==> src/rtl/redirect_ctrl.sv <==
// Redirect sequencer: on a retire-time mispredict from the ROB, pulse a single
// flush, stall dispatch while in-flight ALU/LSU work drains, then offer the
// corrected PC to fetch over a valid/ready handshake.
module redirect_ctrl #(
    parameter int unsigned ADDR_WIDTH       = 32,
    parameter int unsigned DRAIN_MIN_CYCLES = 2,
    parameter int unsigned CNT_WIDTH        = 16
) (
    input  logic                  clk,
    input  logic                  rst_aL,
    input  logic                  rob_redirect_valid,
    input  logic [ADDR_WIDTH-1:0] rob_redirect_pc,
    input  logic                  alu_busy,
    input  logic                  lsu_ld_inflight,
    input  logic                  fetch_redirect_ready,
    output logic                  flush,
    output logic                  dispatch_stall,
    output logic                  fetch_redirect_valid,
    output logic [ADDR_WIDTH-1:0] fetch_redirect_pc,
    output logic [CNT_WIDTH-1:0]  redirect_cnt,
    output logic                  redirect_overrun
);

    // Wide enough to hold DRAIN_MIN_CYCLES-1.
    localparam int unsigned DrainW =
        (DRAIN_MIN_CYCLES > 1) ? $clog2(DRAIN_MIN_CYCLES) : 1;
    localparam logic [DrainW-1:0] DrainLoad = DrainW'(DRAIN_MIN_CYCLES - 1);

    typedef enum logic [1:0] {
        StIdle,
        StFlush,
        StDrain,
        StRedirect
    } state_e;

    state_e                state_q, state_d;
    logic [ADDR_WIDTH-1:0] pc_q, pc_d;
    logic [DrainW-1:0]     drain_cnt_q, drain_cnt_d;
    logic [CNT_WIDTH-1:0]  cnt_q, cnt_d;
    logic                  overrun_q, overrun_d;

    logic drain_done;
    logic handshake;

    // Drain may end only once the minimum time has elapsed and both units are quiet.
    assign drain_done = (drain_cnt_q == '0) && !alu_busy && !lsu_ld_inflight;
    assign handshake  = fetch_redirect_valid && fetch_redirect_ready;

    // State register and datapath flops.
    always_ff @(posedge clk or negedge rst_aL) begin
        if (!rst_aL) begin
            state_q     <= StIdle;
            pc_q        <= '0;
            drain_cnt_q <= '0;
            cnt_q       <= '0;
            overrun_q   <= 1'b0;
        end else begin
            state_q     <= state_d;
            pc_q        <= pc_d;
            drain_cnt_q <= drain_cnt_d;
            cnt_q       <= cnt_d;
            overrun_q   <= overrun_d;
        end
    end

    // Next-state, PC capture, drain countdown and redirect bookkeeping.
    always_comb begin
        state_d     = state_q;
        pc_d        = pc_q;
        drain_cnt_d = drain_cnt_q;
        cnt_d       = cnt_q;
        overrun_d   = overrun_q;

        case (state_q)
            StIdle: begin
                if (rob_redirect_valid) begin
                    pc_d    = rob_redirect_pc;
                    state_d = StFlush;
                end
            end
            StFlush: begin
                drain_cnt_d = DrainLoad;
                state_d     = StDrain;
            end
            StDrain: begin
                if (drain_cnt_q != '0) begin
                    drain_cnt_d = drain_cnt_q - DrainW'(1);
                end
                if (drain_done) begin
                    state_d = StRedirect;
                end
            end
            StRedirect: begin
                if (handshake) begin
                    state_d = StIdle;
                    if (cnt_q != '1) begin
                        cnt_d = cnt_q + CNT_WIDTH'(1);
                    end
                end
            end
            default: begin
                state_d = StIdle;
            end
        endcase

        // The ROB is empty after a flush, so any redirect outside IDLE is a protocol
        // error; it is dropped (pc_q untouched above) and remembered until reset.
        if (rob_redirect_valid && (state_q != StIdle)) begin
            overrun_d = 1'b1;
        end
    end

    // Outputs are pure decodes of registered state.
    always_comb begin
        flush                = (state_q == StFlush);
        dispatch_stall       = (state_q != StIdle);
        fetch_redirect_valid = (state_q == StRedirect);
        fetch_redirect_pc    = pc_q;
        redirect_cnt         = cnt_q;
        redirect_overrun     = overrun_q;
    end

endmodule

==> config.mk <==
export PLATFORM = sky130hd
export DESIGN_NAME = redirect_ctrl
export DESIGN_NICKNAME = d
export VERILOG_FILES = /design/src/rtl/redirect_ctrl.sv
export SDC_FILE = /design/constraint.sdc
export NUM_CORES = 1
export LEC_CHECK = 0
export BUFFER_PORTS_ARGS = -buffer_cell sky130_fd_sc_hd__buf_2
export CAP_MARGIN = 20
export CORE_MARGIN = 2
export CORE_UTILIZATION = 54
export CTS_BUF_LIST = sky130_fd_sc_hd__clkbuf_8
export CTS_CLUSTER_SIZE = 12
export DETAILED_ROUTE_END_ITERATION = 8
export GPL_TIMING_DRIVEN = 0
export PLACE_DENSITY = 0.88
export SLEW_MARGIN = 10
export SYNTH_ARGS = -nofsm -noshare
export SYNTH_HDL_FRONTEND = slang
export SYNTH_SLANG_ARGS = --single-unit
==> constraint.sdc <==
create_clock -name clk -period 3.75 [get_ports clk]
set_input_delay 0.1875 -clock clk [delete_from_list [all_inputs] [get_ports clk]]
set_output_delay 0.1875 -clock clk [all_outputs]
set_load 0.1 [all_outputs]
==> flow_metrics.py, run 1 <==
metrics = {
    "route": {
        "wl_per_cell_um": 14.72,
        "drt-total-wl_um": 4578,
        "viasPerCell": 5.129,
        "firstDrtPassIters": 4,
        "route.detailed.drc": 0,
        "num_vias": 1595,
        "drt_iter0_markers": 64,
        "drtAntennaViolNets": 0,
    },
    "worst_hold_path": {
        "hold_start": "rob_redirect_pc[26]",
        "holdPathEnd": "fetch_redirect_pc[26]",
        "hp-class": "input port to flip-flop",
        "holdPathStages": 2,
    },
    "worst_setup_path": {
        "crit_arrival_ns": 2.04,
        "r2r_start": "state_q[0]",
        "reg2reg_setup_slack_ns": 1.89,
        "cp-startpoint": "state_q[0]",
        "r2r-end": "fetch_redirect_pc[16]",
        "cp-start-kind": "flip-flop",
        "crit_path_end_kind": "flip-flop",
        "cp.required_ns": 3.93,
        "reg2reg_depth": 5,
        "worstPathMaxFanout": 10,
        "path_class": "flip-flop to flip-flop",
    },
    "yosys": {
        "synth_cell_types": 27,
        "syn-num-nets": 205,
        "synth_top_family_by_area": "multiplexers",
        "netlist_instances": 162,
        "netlist_area_um2": 2242,
        "yosysMostFrequentCell": "dfrtp_1",
        "synth-seq-cells": 52,
        "synth.area.top_cells": "dfrtp_1 (58%), mux2_2 (17%), xor2_1 (4.3%)",
        "ys_warn_count": 0,
        "ys_seq_area_share_pct": 58.04,
        "async_flop_share_pct": 100.0,
        "avgSynthCellArea_um2": 13.84,
        "yosys.area.top_type": "dfrtp_1",
        "postSynth.topFlopCell": "dfrtp_1",
        "synth_xor_area_share_pct": 5.078,
        "synthMuxAreaShare_pct": 18.19,
        "synthAdderAreaFrac_pct": 2.790,
        "synth-simple-area-share_pct": 11.16,
        "synth-edff-count": 0,
        "synthTopCellsByCount": "dfrtp_1 (52), mux2_2 (34), xor2_1 (11)",
        "synth_compound_area_share_pct": 3.069,
        "synth_top_cell_area_share_pct": 58.04,
    },
    "global_route": {
        "grt_pass1_wl_um": 6851,
        "grt_max_degree": 37,
        "track_usage_pct": 20.39,
        "gr-total-overflow": 0,
        "antenna_found_initial": 0,
        "grt_pass1_vias": 1441,
    },
    "sta": {
        "fmax_mhz": 539.0,
        "fin_crit_ns": 1.855,
        "tns_ns": 0,
        "fin_hold_ws_ns": 0.1141,
        "rsz0062_at_grt": "false",
        "hold_viol": 0,
        "tightest_slew_ns": 0.5831,
        "clock_skew_ns": 0.006024,
        "slew-limit-headroom_pct": 60.99,
        "drv_slew": 0,
        "fin_crit_sh_pct": 49.47,
        "finalSetupViolations": 0,
    },
    "cts": {
        "cts_tree": "done",
        "numCtsBuffers": 5,
        "cts_setup_buffers": 0,
        "clock-root-buffer": "clkbuf_8",
        "postCtsResizedCells": 0,
        "cts_max_level": 2,
        "clock_path_buffers": 2,
        "cts_sinks": 52,
        "clock_latency_ns": 0.30,
        "path_clk_slew_ns": 0.09,
    },
    "placed_design": {
        "dp_hpwl_um": 3556,
        "gp_congestion": 0.8009,
        "port-buffer-count": 89,
    },
    "final_layout": {
        "antenna-diode-count": 0,
        "final.fill_count": 297,
        "drive_gt1_share_pct": 53.26,
        "fin_nets": 303,
        "syn_to_final_growth_pct": 29.41,
    },
    "die": {
        "start_util_pct": 56.05,
        "die-area_um2": 4683,
        "die_h_um": 68.44,
        "die_w_um": 68.44,
        "core_area_um2": 4000,
        "io_pins": 90,
        "rows": 23,
    },
    "status": {
        "outcome": "completed",
    },
    "run": {
        "maxCapViolations": 0,
    },
}
## what timing repair did
action,in CTS,in global routing
endpoints found under the setup margin,0,0
hold buffers,1,0
endpoints found under the hold margin,16,0
## area by class of cell
type	count	area [µm²]	share of cell area, %
clock inverter	2	38.79	1.337
timing repair buffer	91	475.5	16.39
buffer	3	11.26	0.3881
sequential	52	1301	44.85
clock buffer	6	82.58	2.846
tap	50	62.56	2.156
multi-input combinational	100	903.4	31.13
inverter	7	26.28	0.9056
## state kept, by name, summed over array words and instances (netlist names)
signal / count
fetch_redirect_pc: 32
drain_cnt_q: 1
redirect_overrun: 1
state_q: 2
redirect_cnt: 16
## how the worst max path moves through the flow
stage	to	slack (ns)	cells past startpoint
2_1_floorplan	redirect_cnt[12]	1.39	5
3_5_place_dp	fetch_redirect_pc[16]	1.91	5
5_1_grt	fetch_redirect_pc[16]	1.76	5
6_report	fetch_redirect_pc[16]	1.89	5
4_1_cts	fetch_redirect_pc[16]	1.89	5
3_3_place_gp	fetch_redirect_pc[7]	1.95	5
## metrics by stage
stage                     std cells  util [%]  setup WS [ns]  cell area (µm²)
after CTS                       311     72.54          1.889             2902
after floorplan                 162         -          1.389             2242
after detailed placement        302     69.25          1.907             2770
final                           311     72.54          1.895             2902
after global placement          301     68.75          1.947             2750
after global routing            311     72.54          1.764             2902
## worst max-delay path, cell delays in order, from the launching register on
cell and delay [ns]:
dfrtp_1 0.41, inv_1 0.08, ha_1 0.23, nand2_1 0.16, buf_1 0.46, mux2_2 0.40
## metal layers
layer  share of wire (%)  wire, µm  track usage (%)
met1                  40      1828            26.38
met2                  55      2513            32.81
met3                 4.2       193            5.428
met4                0.94        43            7.500
met5                   0         0                0
## logic make-up after synthesis
| kind of cell | after synthesis |
|---|---|
| buffers and inverters | 10 |
| xor gates and xnor gates | 13 |
| AOI/OAI and AO/OA | 7 |
| adders and majority gates | 5 |
| muxes | 36 |
| DFF | 52 |
| and+or+nand+nor | 39 |
## layout by cell type, fill, tap and decap left out
cell type | netlist | final
dfrtp_1 | 52 | 52
nand3_1 | 3 | 3
nor3_1 | 7 | 7
nor2_1 | 3 | 3
and2_2 | 1 | 1
mux2_4 | 1 | 1
nor4_1 | 6 | 6
a21o_1 | 1 | 1
nand4_2 | 1 | 1
buf_1 | 3 | 3
o221ai_1 | 1 | 1
buf_12 | 0 | 1
nand4_1 | 2 | 2
o31ai_1 | 2 | 2
and4_1 | 1 | 1
clkinv_4 | 0 | 1
xnor2_1 | 2 | 2
buf_2 | 0 | 89
nand2_1 | 9 | 9
ha_1 | 5 | 5
nand4_4 | 2 | 2
mux2i_1 | 1 | 1
o21ai_0 | 2 | 2
nor4b_2 | 1 | 1
clkbuf_8 | 0 | 6
xor2_1 | 11 | 11
inv_1 | 7 | 7
dlygate4sd3_1 | 0 | 1
o41ai_4 | 1 | 1
or2_1 | 1 | 1
mux2_2 | 34 | 34
and3_1 | 2 | 2
bufinv_16 | 0 | 1
Power of run 1 is not shown: default switching activity piles up to over one toggle a cycle in this logic, so the estimate is an artifact.
==> run 2: changes to the inputs <==
--- a/config.mk
+++ b/config.mk
@@ -8,12 +8,12 @@
 export BUFFER_PORTS_ARGS = -buffer_cell sky130_fd_sc_hd__buf_2
 export CAP_MARGIN = 20
 export CORE_MARGIN = 2
-export CORE_UTILIZATION = 54
+export CORE_UTILIZATION = 50
 export CTS_BUF_LIST = sky130_fd_sc_hd__clkbuf_8
 export CTS_CLUSTER_SIZE = 12
 export DETAILED_ROUTE_END_ITERATION = 8
 export GPL_TIMING_DRIVEN = 0
-export PLACE_DENSITY = 0.88
+export PLACE_DENSITY = 0.82
 export SLEW_MARGIN = 10
 export SYNTH_ARGS = -nofsm -noshare
 export SYNTH_HDL_FRONTEND = slang
==> constraint.sdc (replaced) <==
create_clock -name clk -period 1.8 [get_ports clk]
set_input_delay 0.09 -clock clk [delete_from_list [all_inputs] [get_ports clk]]
set_output_delay 0.09 -clock clk [all_outputs]
set_load 0.1 [all_outputs]
==> flow_metrics.py, run 2 (same netlist as run 1, synthesis figures left out) <==
metrics = {
    "final_layout": {
        "fin_nets": 305,
        "antenna-diode-count": 0,
        "drive_gt1_share_pct": 63.12,
        "layout_common_cells": "buf_2 (89), dfrtp_1 (36), mux2_2 (33), dfrtp_4 (14), xor2_1 (11)",
        "final_area_um2": 3019,
        "syn_to_final_growth_pct": 34.65,
        "largest_reg_flops": 32,
        "final_common_cell": "buf_2",
        "final_core_util_pct": 69.82,
    },
    "route": {
        "drt-total-wl_um": 4373,
        "viasPerCell": 5.076,
        "route.detailed.drc": 0,
        "drt_iter0_markers": 31,
        "wl_per_cell_um": 13.88,
        "drtAntennaViolNets": 0,
        "firstDrtPassIters": 4,
        "num_vias": 1599,
    },
    "sta": {
        "clock_skew_ns": 0.005241,
        "fin_crit_sh_pct": 96.25,
        "finalSetupViolations": 0,
        "hold_viol": 0,
        "setup_slack_ns": 0.06757,
        "drv_slew": 0,
        "rsz0062_at_grt": "false",
        "fin_crit_ns": 1.732,
        "slew-limit-headroom_pct": 62.66,
        "tns_ns": 0,
        "fmax_mhz": 577.2,
        "tightest_slew_ns": 0.5582,
    },
    "placed_design": {
        "place_area_um2": 2874,
        "gp_congestion": 0.8198,
        "dp_slack_ns": 0.01265,
        "port-buffer-count": 89,
        "dp_hpwl_um": 3373,
    },
    "worst_setup_path": {
        "reg2reg_depth": 3,
        "reg2reg_setup_slack_ns": 0.07,
        "critPathTopFamily": "compound AO/OA/AOI/OAI gates",
        "path_cells": "nand4_2 > o41ai_4 > mux2_4",
        "worstPathMaxFanout": 8,
        "cp.required_ns": 1.99,
        "r2r_start": "redirect_cnt[9]",
        "crit_path_end_kind": "flip-flop",
        "crit_arrival_ns": 1.93,
        "slowest_delay_ns": 0.62,
        "r2r-end": "redirect_cnt[1]",
        "cp-start-kind": "flip-flop",
        "cp_slowest_cell": "o41ai_4",
        "crit_buf_inv": 0,
        "path_class": "flip-flop to flip-flop",
    },
    "global_route": {
        "grt_pass1_wl_um": 6900,
        "track_usage_pct": 17.59,
        "antenna_found_initial": 0,
        "grt_max_degree": 30,
        "gr-total-overflow": 0,
        "grt_pass1_vias": 1542,
    },
    "cts": {
        "cts_max_level": 2,
        "cts_tree": "done",
        "clock_latency_ns": 0.30,
        "path_clk_slew_ns": 0.10,
        "cts_setup_buffers": 0,
        "cts_sinks": 52,
        "clock_path_buffers": 2,
        "clock-root-buffer": "clkbuf_8",
        "numCtsBuffers": 5,
    },
    "worst_hold_path": {
        "holdPathEnd": "fetch_redirect_pc[17]",
        "hp-class": "input port to flip-flop",
        "hold_start": "rob_redirect_pc[17]",
        "holdPathStages": 2,
    },
    "die": {
        "start_util_pct": 51.85,
        "rows": 24,
        "die_w_um": 70.97,
        "core_area_um2": 4324,
        "die-area_um2": 5036,
        "io_pins": 90,
        "die_h_um": 70.97,
    },
    "run": {
        "maxCapViolations": 0,
    },
    "status": {
        "outcome": "completed",
    },
}
==> run 2: changes by cell type in the layout (fill, tap and decap cells not counted), sizes merged <==
cell,change
buf,-3
clkbuf,+2
clkinvlp,+2
dlygate4sd3,+2
inv,-1
==> run 2: layout make-up <==
type / count / area [µm²]
clock inverter: 3 / 42.54
inverter: 7 / 30.03
buffer: 3 / 15.01
timing repair buffer: 93 / 495.5
tap: 52 / 65.06
clock buffer: 5 / 68.82
fill: 329 / 1305
multi-input combinational: 100 / 945.9
sequential: 52 / 1356
==> run 2: through the flow <==
| stage | hold slack (ns) | std cells |
|---|---|---|
| after floorplan | -0.2056 | 162 |
| after global placement | 0.3211 | 303 |
| after detailed placement | 0.1109 | 304 |
| after CTS | 0.0003769 | 313 |
| after global routing | 0.0004571 | 315 |
| final | 0.008052 | 315 |
==> run 2: worst max-delay path by stage <==
stage / depth (start not counted) / slack (ns) / startpoint / to
2_1_floorplan: 5 / -0.08 / state_q[1] / state_q[1]
3_3_place_gp: 5 / 0.05 / state_q[0] / fetch_redirect_pc[23]
3_5_place_dp: 5 / 0.01 / state_q[0] / fetch_redirect_pc[15]
4_1_cts: 5 / 0.006 / state_q[0] / fetch_redirect_pc[26]
5_1_grt: 3 / 0.03 / redirect_cnt[9] / redirect_cnt[1]
6_report: 3 / 0.07 / redirect_cnt[9] / redirect_cnt[1]
==> run 2: repair_timing <==
action / in CTS / in global routing
endpoints found under the hold margin: 23 / 2
resized for setup: 0 / 3
endpoints found under the setup margin: 0 / 30
hold buffers: 1 / 2
==> run 2: metal layers <==
layer / GRT usage (%) / share of wire [%] / wire [µm]
met1: 21.21 / 41 / 1804
met4: 8.805 / 2.1 / 90
met2: 29.91 / 51 / 2210
met5: 0 / 0 / 0
met3: 3.704 / 6.1 / 267
Power of run 2 is left out for the same reason.
